<file path="config.mk">
export PLATFORM = sky130hd
export DESIGN_NAME = core_mc
export DESIGN_NICKNAME = d
export VERILOG_FILES = /design/src/rtl/core_mc.sv
export SDC_FILE = /design/constraint.sdc
export NUM_CORES = 2
export LEC_CHECK = 0
export CAP_MARGIN = 20
export CORE_MARGIN = 4
export CORE_UTILIZATION = 40
export CTS_CLUSTER_DIAMETER = 60
export DETAILED_ROUTE_END_ITERATION = 6
export PLACE_DENSITY = 0.58
export REMOVE_ABC_BUFFERS = 1
export SLEW_MARGIN = 20
export SYNTH_ARGS = -nofsm -noshare
export SYNTH_HDL_FRONTEND = slang
export SYNTH_SLANG_ARGS = --single-unit
</file>
<file path="constraint.sdc">
create_clock -name clk -period 26.8 [get_ports clk]
set_clock_uncertainty 0.2 [all_clocks]
set_input_delay 2.68 -clock clk [delete_from_list [all_inputs] [get_ports clk]]
set_output_delay 2.68 -clock clk [all_outputs]
set_load 0.05 [all_outputs]
</file>
<file path="src/rtl/core_mc.sv">
`default_nettype none
// =============================================================================
// core_mc : multi-cycle RV32I/RV64I core top (fetch / execute / memory / wb)
// Optional macro: CORE_MC_EBREAK_HALT_EN -- ebreak parks the core in HALT.
// Revision: 1.0
// =============================================================================
module core_mc #(
   parameter int              XLEN     = 64,
   parameter logic [XLEN-1:0] RESET_PC = XLEN'(64'h8000_0000)
) (
   input  logic            clk,
   input  logic            rst_n,
   output logic            ifu_req_valid,
   input  logic            ifu_req_ready,
   output logic [XLEN-1:0] ifu_req_addr,
   input  logic            ifu_rsp_valid,
   input  logic [31:0]     ifu_rsp_data,
   output logic            lsu_req_valid,
   input  logic            lsu_req_ready,
   output logic [XLEN-1:0] lsu_req_addr,
   output logic [XLEN-1:0] lsu_req_wdata,
   output logic            lsu_req_wr,
   output logic [2:0]      lsu_req_op,
   input  logic            lsu_rsp_valid,
   input  logic [XLEN-1:0] lsu_rsp_rdata,
   output logic [XLEN-1:0] pc_o,
   output logic            commit_valid,
   output logic [6:0]      opcode_o,
   output logic [XLEN-1:0] reg_a0,
   output logic            halted
);
   typedef enum logic [2:0] {IF_REQ, IF_WAIT, EX, MEM_REQ, MEM_WAIT, WB, HALT} state_t;
   localparam int SHW = $clog2(XLEN);

   state_t          state_q, state_d;
   logic [XLEN-1:0] pc_q, pc_d, alu_q, alu_d, rs2_q, rs2_d, npc_q, npc_d, mem_q, mem_d;
   logic [31:0]     instr_q, instr_d;
   logic [2:0]      op_q, op_d;
   logic            wr_q, wr_d, ifv_q, ifv_d, lsv_q, lsv_d, commit_q, commit_d, halt_q, halt_d;
   logic [XLEN-1:0] rf_q [32];

   logic [6:0]      opc;
   logic [4:0]      rd, rs1, rs2;
   logic [2:0]      f3, alu_fn;
   logic [XLEN-1:0] imm_i, imm_s, imm_b, imm_u, imm_j, pc_imm;
   logic [XLEN-1:0] rs1_v, rs2_v, op_a, op_b, sh_a, alu_res, rf_wdata;
   logic [SHW-1:0]  shamt;
   logic            alu_alt, reg_wr_en, dwsel, word, pca_src, pcb_src, is_ld, is_st, br_take;

   assign opc = instr_q[6:0];
   assign rd  = instr_q[11:7];
   assign f3  = instr_q[14:12];
   assign rs1 = instr_q[19:15];
   assign rs2 = instr_q[24:20];

   assign imm_i = XLEN'($signed(instr_q[31:20]));
   assign imm_s = XLEN'($signed({instr_q[31:25], instr_q[11:7]}));
   assign imm_b = XLEN'($signed({instr_q[31], instr_q[7], instr_q[30:25], instr_q[11:8], 1'b0}));
   assign imm_u = XLEN'($signed({instr_q[31:12], 12'b0}));
   assign imm_j = XLEN'($signed({instr_q[31], instr_q[19:12], instr_q[20], instr_q[30:21], 1'b0}));

   assign rs1_v = (rs1 == 5'd0) ? '0 : rf_q[rs1];
   assign rs2_v = (rs2 == 5'd0) ? '0 : rf_q[rs2];

   always_comb begin
      case (f3)
         3'b000:  br_take = (rs1_v == rs2_v);
         3'b001:  br_take = (rs1_v != rs2_v);
         3'b100:  br_take = ($signed(rs1_v) < $signed(rs2_v));
         3'b101:  br_take = ($signed(rs1_v) >= $signed(rs2_v));
         3'b110:  br_take = (rs1_v < rs2_v);
         3'b111:  br_take = (rs1_v >= rs2_v);
         default: br_take = 1'b0;
      endcase
   end

   // Decode: JAL/JALR compute the link value pc+4 through the ALU.
   always_comb begin
      pc_imm    = imm_b;
      pca_src   = 1'b0;
      pcb_src   = 1'b0;
      op_a      = rs1_v;
      op_b      = imm_i;
      alu_fn    = 3'b000;
      alu_alt   = 1'b0;
      reg_wr_en = 1'b0;
      dwsel     = 1'b0;
      is_ld     = 1'b0;
      is_st     = 1'b0;
      case (opc)
         7'b0110111: begin op_a = '0; op_b = imm_u; reg_wr_en = 1'b1; end
         7'b0010111: begin op_a = pc_q; op_b = imm_u; reg_wr_en = 1'b1; end
         7'b1101111: begin
            op_a = pc_q; op_b = XLEN'(4); pc_imm = imm_j; pca_src = 1'b1; reg_wr_en = 1'b1;
         end
         7'b1100111: begin
            op_a = pc_q; op_b = XLEN'(4); pc_imm = imm_i; pca_src = 1'b1; pcb_src = 1'b1;
            reg_wr_en = 1'b1;
         end
         7'b1100011: pca_src = br_take;
         7'b0000011: begin is_ld = 1'b1; reg_wr_en = 1'b1; end
         7'b0100011: begin op_b = imm_s; is_st = 1'b1; end
         7'b0010011, 7'b0011011: begin
            alu_fn = f3; alu_alt = (f3 == 3'b101) & instr_q[30]; reg_wr_en = 1'b1; dwsel = opc[3];
         end
         7'b0110011, 7'b0111011: begin
            op_b = rs2_v; alu_fn = f3; alu_alt = instr_q[30]; reg_wr_en = 1'b1; dwsel = opc[3];
         end
         default: ;
      endcase
   end

   assign word  = dwsel & (XLEN == 64);
   assign shamt = word ? SHW'(op_b[4:0]) : op_b[SHW-1:0];
   assign sh_a  = word ? (alu_alt ? XLEN'($signed(op_a[31:0])) : XLEN'(op_a[31:0])) : op_a;

   always_comb begin
      case (alu_fn)
         3'b000:  alu_res = alu_alt ? (op_a - op_b) : (op_a + op_b);
         3'b001:  alu_res = op_a << shamt;
         3'b010:  alu_res = XLEN'($signed(op_a) < $signed(op_b));
         3'b011:  alu_res = XLEN'(op_a < op_b);
         3'b100:  alu_res = op_a ^ op_b;
         3'b101:  alu_res = alu_alt ? XLEN'($signed(sh_a) >>> shamt) : (sh_a >> shamt);
         3'b110:  alu_res = op_a | op_b;
         default: alu_res = op_a & op_b;
      endcase
   end

   assign rf_wdata = is_ld ? mem_q : (word ? XLEN'($signed(alu_q[31:0])) : alu_q);

   // Architectural registers deliberately have no reset.
   always_ff @(posedge clk) begin
      if (state_q == WB && reg_wr_en && rd != 5'd0) rf_q[rd] <= rf_wdata;
   end

   always_comb begin
      state_d  = state_q;
      pc_d     = pc_q;
      instr_d  = instr_q;
      alu_d    = alu_q;
      rs2_d    = rs2_q;
      npc_d    = npc_q;
      mem_d    = mem_q;
      wr_d     = wr_q;
      op_d     = op_q;
      case (state_q)
         IF_REQ:   if (ifv_q && ifu_req_ready) state_d = IF_WAIT;
         IF_WAIT:  if (ifu_rsp_valid) begin instr_d = ifu_rsp_data; state_d = EX; end
         EX: begin
            alu_d   = alu_res;
            rs2_d   = rs2_v;
            npc_d   = (pca_src ? pc_imm : XLEN'(4)) + (pcb_src ? rs1_v : pc_q);
            wr_d    = is_st;
            op_d    = f3;
            state_d = (is_ld | is_st) ? MEM_REQ : WB;
`ifdef CORE_MC_EBREAK_HALT_EN
            if (instr_q == 32'h0010_0073) state_d = HALT;
`endif
         end
         MEM_REQ:  if (lsv_q && lsu_req_ready) state_d = MEM_WAIT;
         MEM_WAIT: if (lsu_rsp_valid) begin mem_d = lsu_rsp_rdata; state_d = WB; end
         WB:       begin pc_d = npc_q; state_d = IF_REQ; end
         HALT:     ;
         default:  state_d = IF_REQ;
      endcase
      // Handshake outputs are registered images of the next state.
      ifv_d    = (state_d == IF_REQ);
      lsv_d    = (state_d == MEM_REQ);
      commit_d = (state_d == WB);
      halt_d   = (state_d == HALT);
   end

   always_ff @(posedge clk or negedge rst_n) begin
      if (!rst_n) begin
         state_q  <= IF_REQ;
         pc_q     <= RESET_PC;
         instr_q  <= '0;
         alu_q    <= '0;
         rs2_q    <= '0;
         npc_q    <= '0;
         mem_q    <= '0;
         wr_q     <= 1'b0;
         op_q     <= '0;
         ifv_q    <= 1'b0;
         lsv_q    <= 1'b0;
         commit_q <= 1'b0;
         halt_q   <= 1'b0;
      end else begin
         state_q  <= state_d;
         pc_q     <= pc_d;
         instr_q  <= instr_d;
         alu_q    <= alu_d;
         rs2_q    <= rs2_d;
         npc_q    <= npc_d;
         mem_q    <= mem_d;
         wr_q     <= wr_d;
         op_q     <= op_d;
         ifv_q    <= ifv_d;
         lsv_q    <= lsv_d;
         commit_q <= commit_d;
         halt_q   <= halt_d;
      end
   end

   assign ifu_req_valid = ifv_q;
   assign ifu_req_addr  = pc_q;
   assign lsu_req_valid = lsv_q;
   assign lsu_req_addr  = alu_q;
   assign lsu_req_wdata = rs2_q;
   assign lsu_req_wr    = wr_q;
   assign lsu_req_op    = op_q;
   assign pc_o          = pc_q;
   assign commit_valid  = commit_q;
   assign opcode_o      = instr_q[6:0];
   assign reg_a0        = rf_q[10];
   assign halted        = halt_q;
endmodule
`default_nettype wire

</file>
==> results.txt <==
----------------------------------------------------
[STA]
  Number of endpoints failing setup at the final stage ... 0
  Hold violation count in the final report ... 0
  RSZ-0062 raised after global routing ... no
  Relative slew slack ... 0.126
  Fmax ... approximately 70 MHz
  Final setup slack of the worst path ... 12.56 ns
  Hold Slack ... approximately 0.28 ns
  Worst Tran Pin Value ... roughly 1.3 ns
  Share of the clock period used by the worst path ... 0.531
  Time the final worst path needs with I/O delays and setup ... about 14 ns
  Final max-slew violation count ... 0

[Detailed routing]
  Drt total wl ... between 600 and 700 mm
  Length of the first detailed-routing pass in iterations ... 6
  Antenna Nets Post-Route ... 0
  Drc violations ... 0
  Via count ... between 100k and 150k
  Per-cell via count in the routed design ... roughly 7
  Avg WL per Cell ... ~43 um
  Starting DRC count in detailed routing ... 16,300

[Critical path]
  Worst Path Class, Setup ... reg -> reg
  Reg2Reg Capture Point ... npc_q[61]
  Crit. Startpoint ... instr_q[15]
  Slowest CP cell ... sky130_fd_sc_hd__dfrtp_4
  Beginning of the worst register-to-register path ... instr_q[15]
  Crit. End Element ... flip-flop
  Setup slack, reg-to-reg ... between 10 and 15 ns
  Data arrival time of the worst path ... ~15 ns
  Count of cells along the worst register-to-register path ... 32
  Sort of element at the start of the critical path ... flip-flop
  CP max stage delay ... around 0.90 ns
  Maximum fanout count along the critical path ... 48
  Required arrival time at the worst endpoint ... between 20 and 30 ns
  Crit-path most repeated cell ... sky130_fd_sc_hd__buf_4

[Floorplanning]
  Die Wd ... about 600 um
  Effective utilization at floorplan ... 0.403
  Area of the die ... 0.352 mm^2
  Number of primary I/O pins ... ~440
  Std-Cell Core Area ... ~0.34 mm^2
  Rows ... around 210
  Die height ... 594 um

[Logic synthesis]
  Register bit total from synthesis ... roughly 2,400
  Cell Area, Synth ... between 0.1 and 0.15 mm^2
  Proportion of synthesized flip-flops having asynchronous set or reset ... 0.151
  Mean instance size in the synthesized netlist ... between 10 and 15 um^2
  Total number of yosys warnings ... 0
  EDFF count, synth ... approximately 2,000
  Count of mapped cells out of synthesis ... about 10,000
  Main flop type after synthesis ... sky130_fd_sc_hd__edfxtp_1
  Count of different cell masters after synthesis ... approximately 120
  Post-synthesis sequential area ratio ... 0.515

[Global route]
  Vias in the first global route ... 103,000
  Leftover overflow at the end of global routing ... 0
  Global-route wire length before repair ... 898 mm
  Overall routing resource usage ... 0.368
  Initial antenna violation count ... 68
  Largest net degree at the start of global routing ... 132

[Flow run]
  Max-cap viol count ... 0

[Finish]
  Layout overhead on the synthesized area ... 14.7%
  Multi-input logic area ... around 0.062 mm^2
  # nets final ... 11,100
  Ratio of cells with drive above 1 in the final layout ... 0.211
  Fill count ... a little over 30,000
  Seq. cell area ... just over 0.07 mm^2

[Clock network]
  Clock sink count ... ~2,400
  Number of buffers inserted during clock tree synthesis ... 302
  Total of hold buffers inserted after clock tree synthesis ... 0
  Quantity of gates resized following cts ... 0
  Clock Tree Buf Depth ... 4
  Buffers inserted by post-CTS timing repair ... 0
  Worst-skew pair later-pin latency ... between 0.9 and 1 ns
  TritonCTS clock tree ... done
  CTS root buffer ... sky130_fd_sc_hd__clkbuf_16
  Number of levels in the clock H-tree ... 5
  Clock transition at path regs ... approximately 0.060 ns

[Place]
  Port buffer count ... around 440
  DPL Wire Length ... 471 mm
  Placer's final routability congestion estimate ... approximately 1.0
  DP Worst Slack ... about 13 ns

[Hold path]
  Worst Min Path Start ... npc_q[0]
  Min-delay worst type ... reg -> reg
  Hold Path Sink ... npc_q[0]
  Number of cells on the worst hold path ... 2

[Status]
  Result of the run ... completed

----------------------------------------------------
## layer usage
metal  global-route usage  part of all wire
met1                0.497              0.39
met2                0.552              0.44
met3               0.0907              0.11
met4                0.187             0.060
met5                    0           0.00029
## worst max path at each step
stage                endpoint  cells past startpoint
detailed placement  npc_q[61]                     32
CTS                 npc_q[61]                     32
floorplan           npc_q[62]                     28
global placement    npc_q[57]                     32
finish              npc_q[61]                     32
global route        npc_q[61]                     32
## stage by stage
stage	TNS (ns)	area, um^2	cells	utilization
floorplan	-1342.79	133000	9487	-
global placement	0	147000	14900	0.431
detailed placement	0	147000	14900	0.431
CTS	0	157000	15400	0.461
global route	0	157000	15400	0.462
finish	0	157000	15400	0.462
## Yosys cell counts (all sizes together) (62+ instances only)
cell type  instances  area (um^2)
a21oi            575         2880
inv              224          846
ha               320         4000
mux4             871        19600
o21ai            565         2830
a31oi             64          407
dfrtp            362         9060
mux2i            810         8140
xnor2             73          639
buf              410         2850
edfxtp          2048        61500
nand3            247         1250
clkbuf           429         1610
mux2             349         3930
a22o              62          546
nor3             129          687
nand2            696         2620
a22oi            324         2430
a21o              87          653
o211ai            80          601
and2             118          741
o22ai             85          544
nor2             453         1730
nand4             70          438
## cell families after synthesis
family,count (synthesis),share of synthesized area
buffers and inverters,1064,0.0387
AO/OA/AOI/OAI,2333,0.111
flip-flops,2411,0.515
other,1,0.0000273
multiplexers,2030,0.231
AND/OR/NAND/NOR,1994,0.0681
XOR/XNOR,107,0.00683
adder cells (fa/ha/maj),323,0.0296
## critical path, delay by kind of cell, from the launching register on
family / cells / cell delay (ns)
and+or+nand+nor: 6 / 2.43
DFF: 1 / 0.90
adders and majority gates: 2 / 0.80
buffers and inverters: 4 / 3.11
xor gates and xnor gates: 2 / 0.39
muxes: 1 / 0.59
AOI/OAI and AO/OA: 17 / 5.45
## sequential cells by signal, indices dropped and copies added, names as in the netlist
name / flops
state_q: 3
ifu_req_valid: 1
lsu_req_wdata: 64
lsu_req_addr: 64
ifu_req_addr: 64
halted: 1
commit_valid: 1
lsu_req_valid: 1
instr_q: 32
lsu_req_op: 3
rf_q: 2048
lsu_req_wr: 1
mem_q: 64
npc_q: 64
## area by class of cell
cell class	count	area share
antenna	31	0.000493
clock buffer	384	0.0515
clock inverter	168	0.0130
inverter	225	0.00541
multi-input combinational	6851	0.396
sequential	2411	0.449
tap	4536	0.0361
timing repair buffer	843	0.0486
## placed cells by master (no fill, tap or decap), types with 43 or more instances in the layout
cell                              count
sky130_fd_sc_hd__a21o_1              85
sky130_fd_sc_hd__mux4_2             864
sky130_fd_sc_hd__a211oi_1            52
sky130_fd_sc_hd__inv_1              218
sky130_fd_sc_hd__dfrtp_1            352
sky130_fd_sc_hd__xnor2_1             73
sky130_fd_sc_hd__mux2i_1            804
sky130_fd_sc_hd__nand2b_1            43
sky130_fd_sc_hd__clkbuf_1            61
sky130_fd_sc_hd__a22o_1              60
sky130_fd_sc_hd__clkbuf_16          305
sky130_fd_sc_hd__mux2_2             349
sky130_fd_sc_hd__or3_1               54
sky130_fd_sc_hd__nor3_1             113
sky130_fd_sc_hd__a31oi_1             60
sky130_fd_sc_hd__buf_4              388
sky130_fd_sc_hd__edfxtp_1          2048
sky130_fd_sc_hd__a21oi_1            567
sky130_fd_sc_hd__o21ai_0            514
sky130_fd_sc_hd__o211ai_1            80
sky130_fd_sc_hd__a22oi_1            322
sky130_fd_sc_hd__nand2_1            689
sky130_fd_sc_hd__o22ai_1             83
sky130_fd_sc_hd__nor2_1             408
sky130_fd_sc_hd__clkinv_2            44
sky130_fd_sc_hd__a221oi_1            60
sky130_fd_sc_hd__conb_1              64
sky130_fd_sc_hd__ha_1               320
sky130_fd_sc_hd__and2_1             110
sky130_fd_sc_hd__clkdlybuf4s50_1    435
sky130_fd_sc_hd__nand4_1             70
sky130_fd_sc_hd__o21bai_1            48
sky130_fd_sc_hd__nand3_1            242
Power is not shown: default switching activity piles up to over one toggle a cycle in this logic, so the estimate is an artifact.
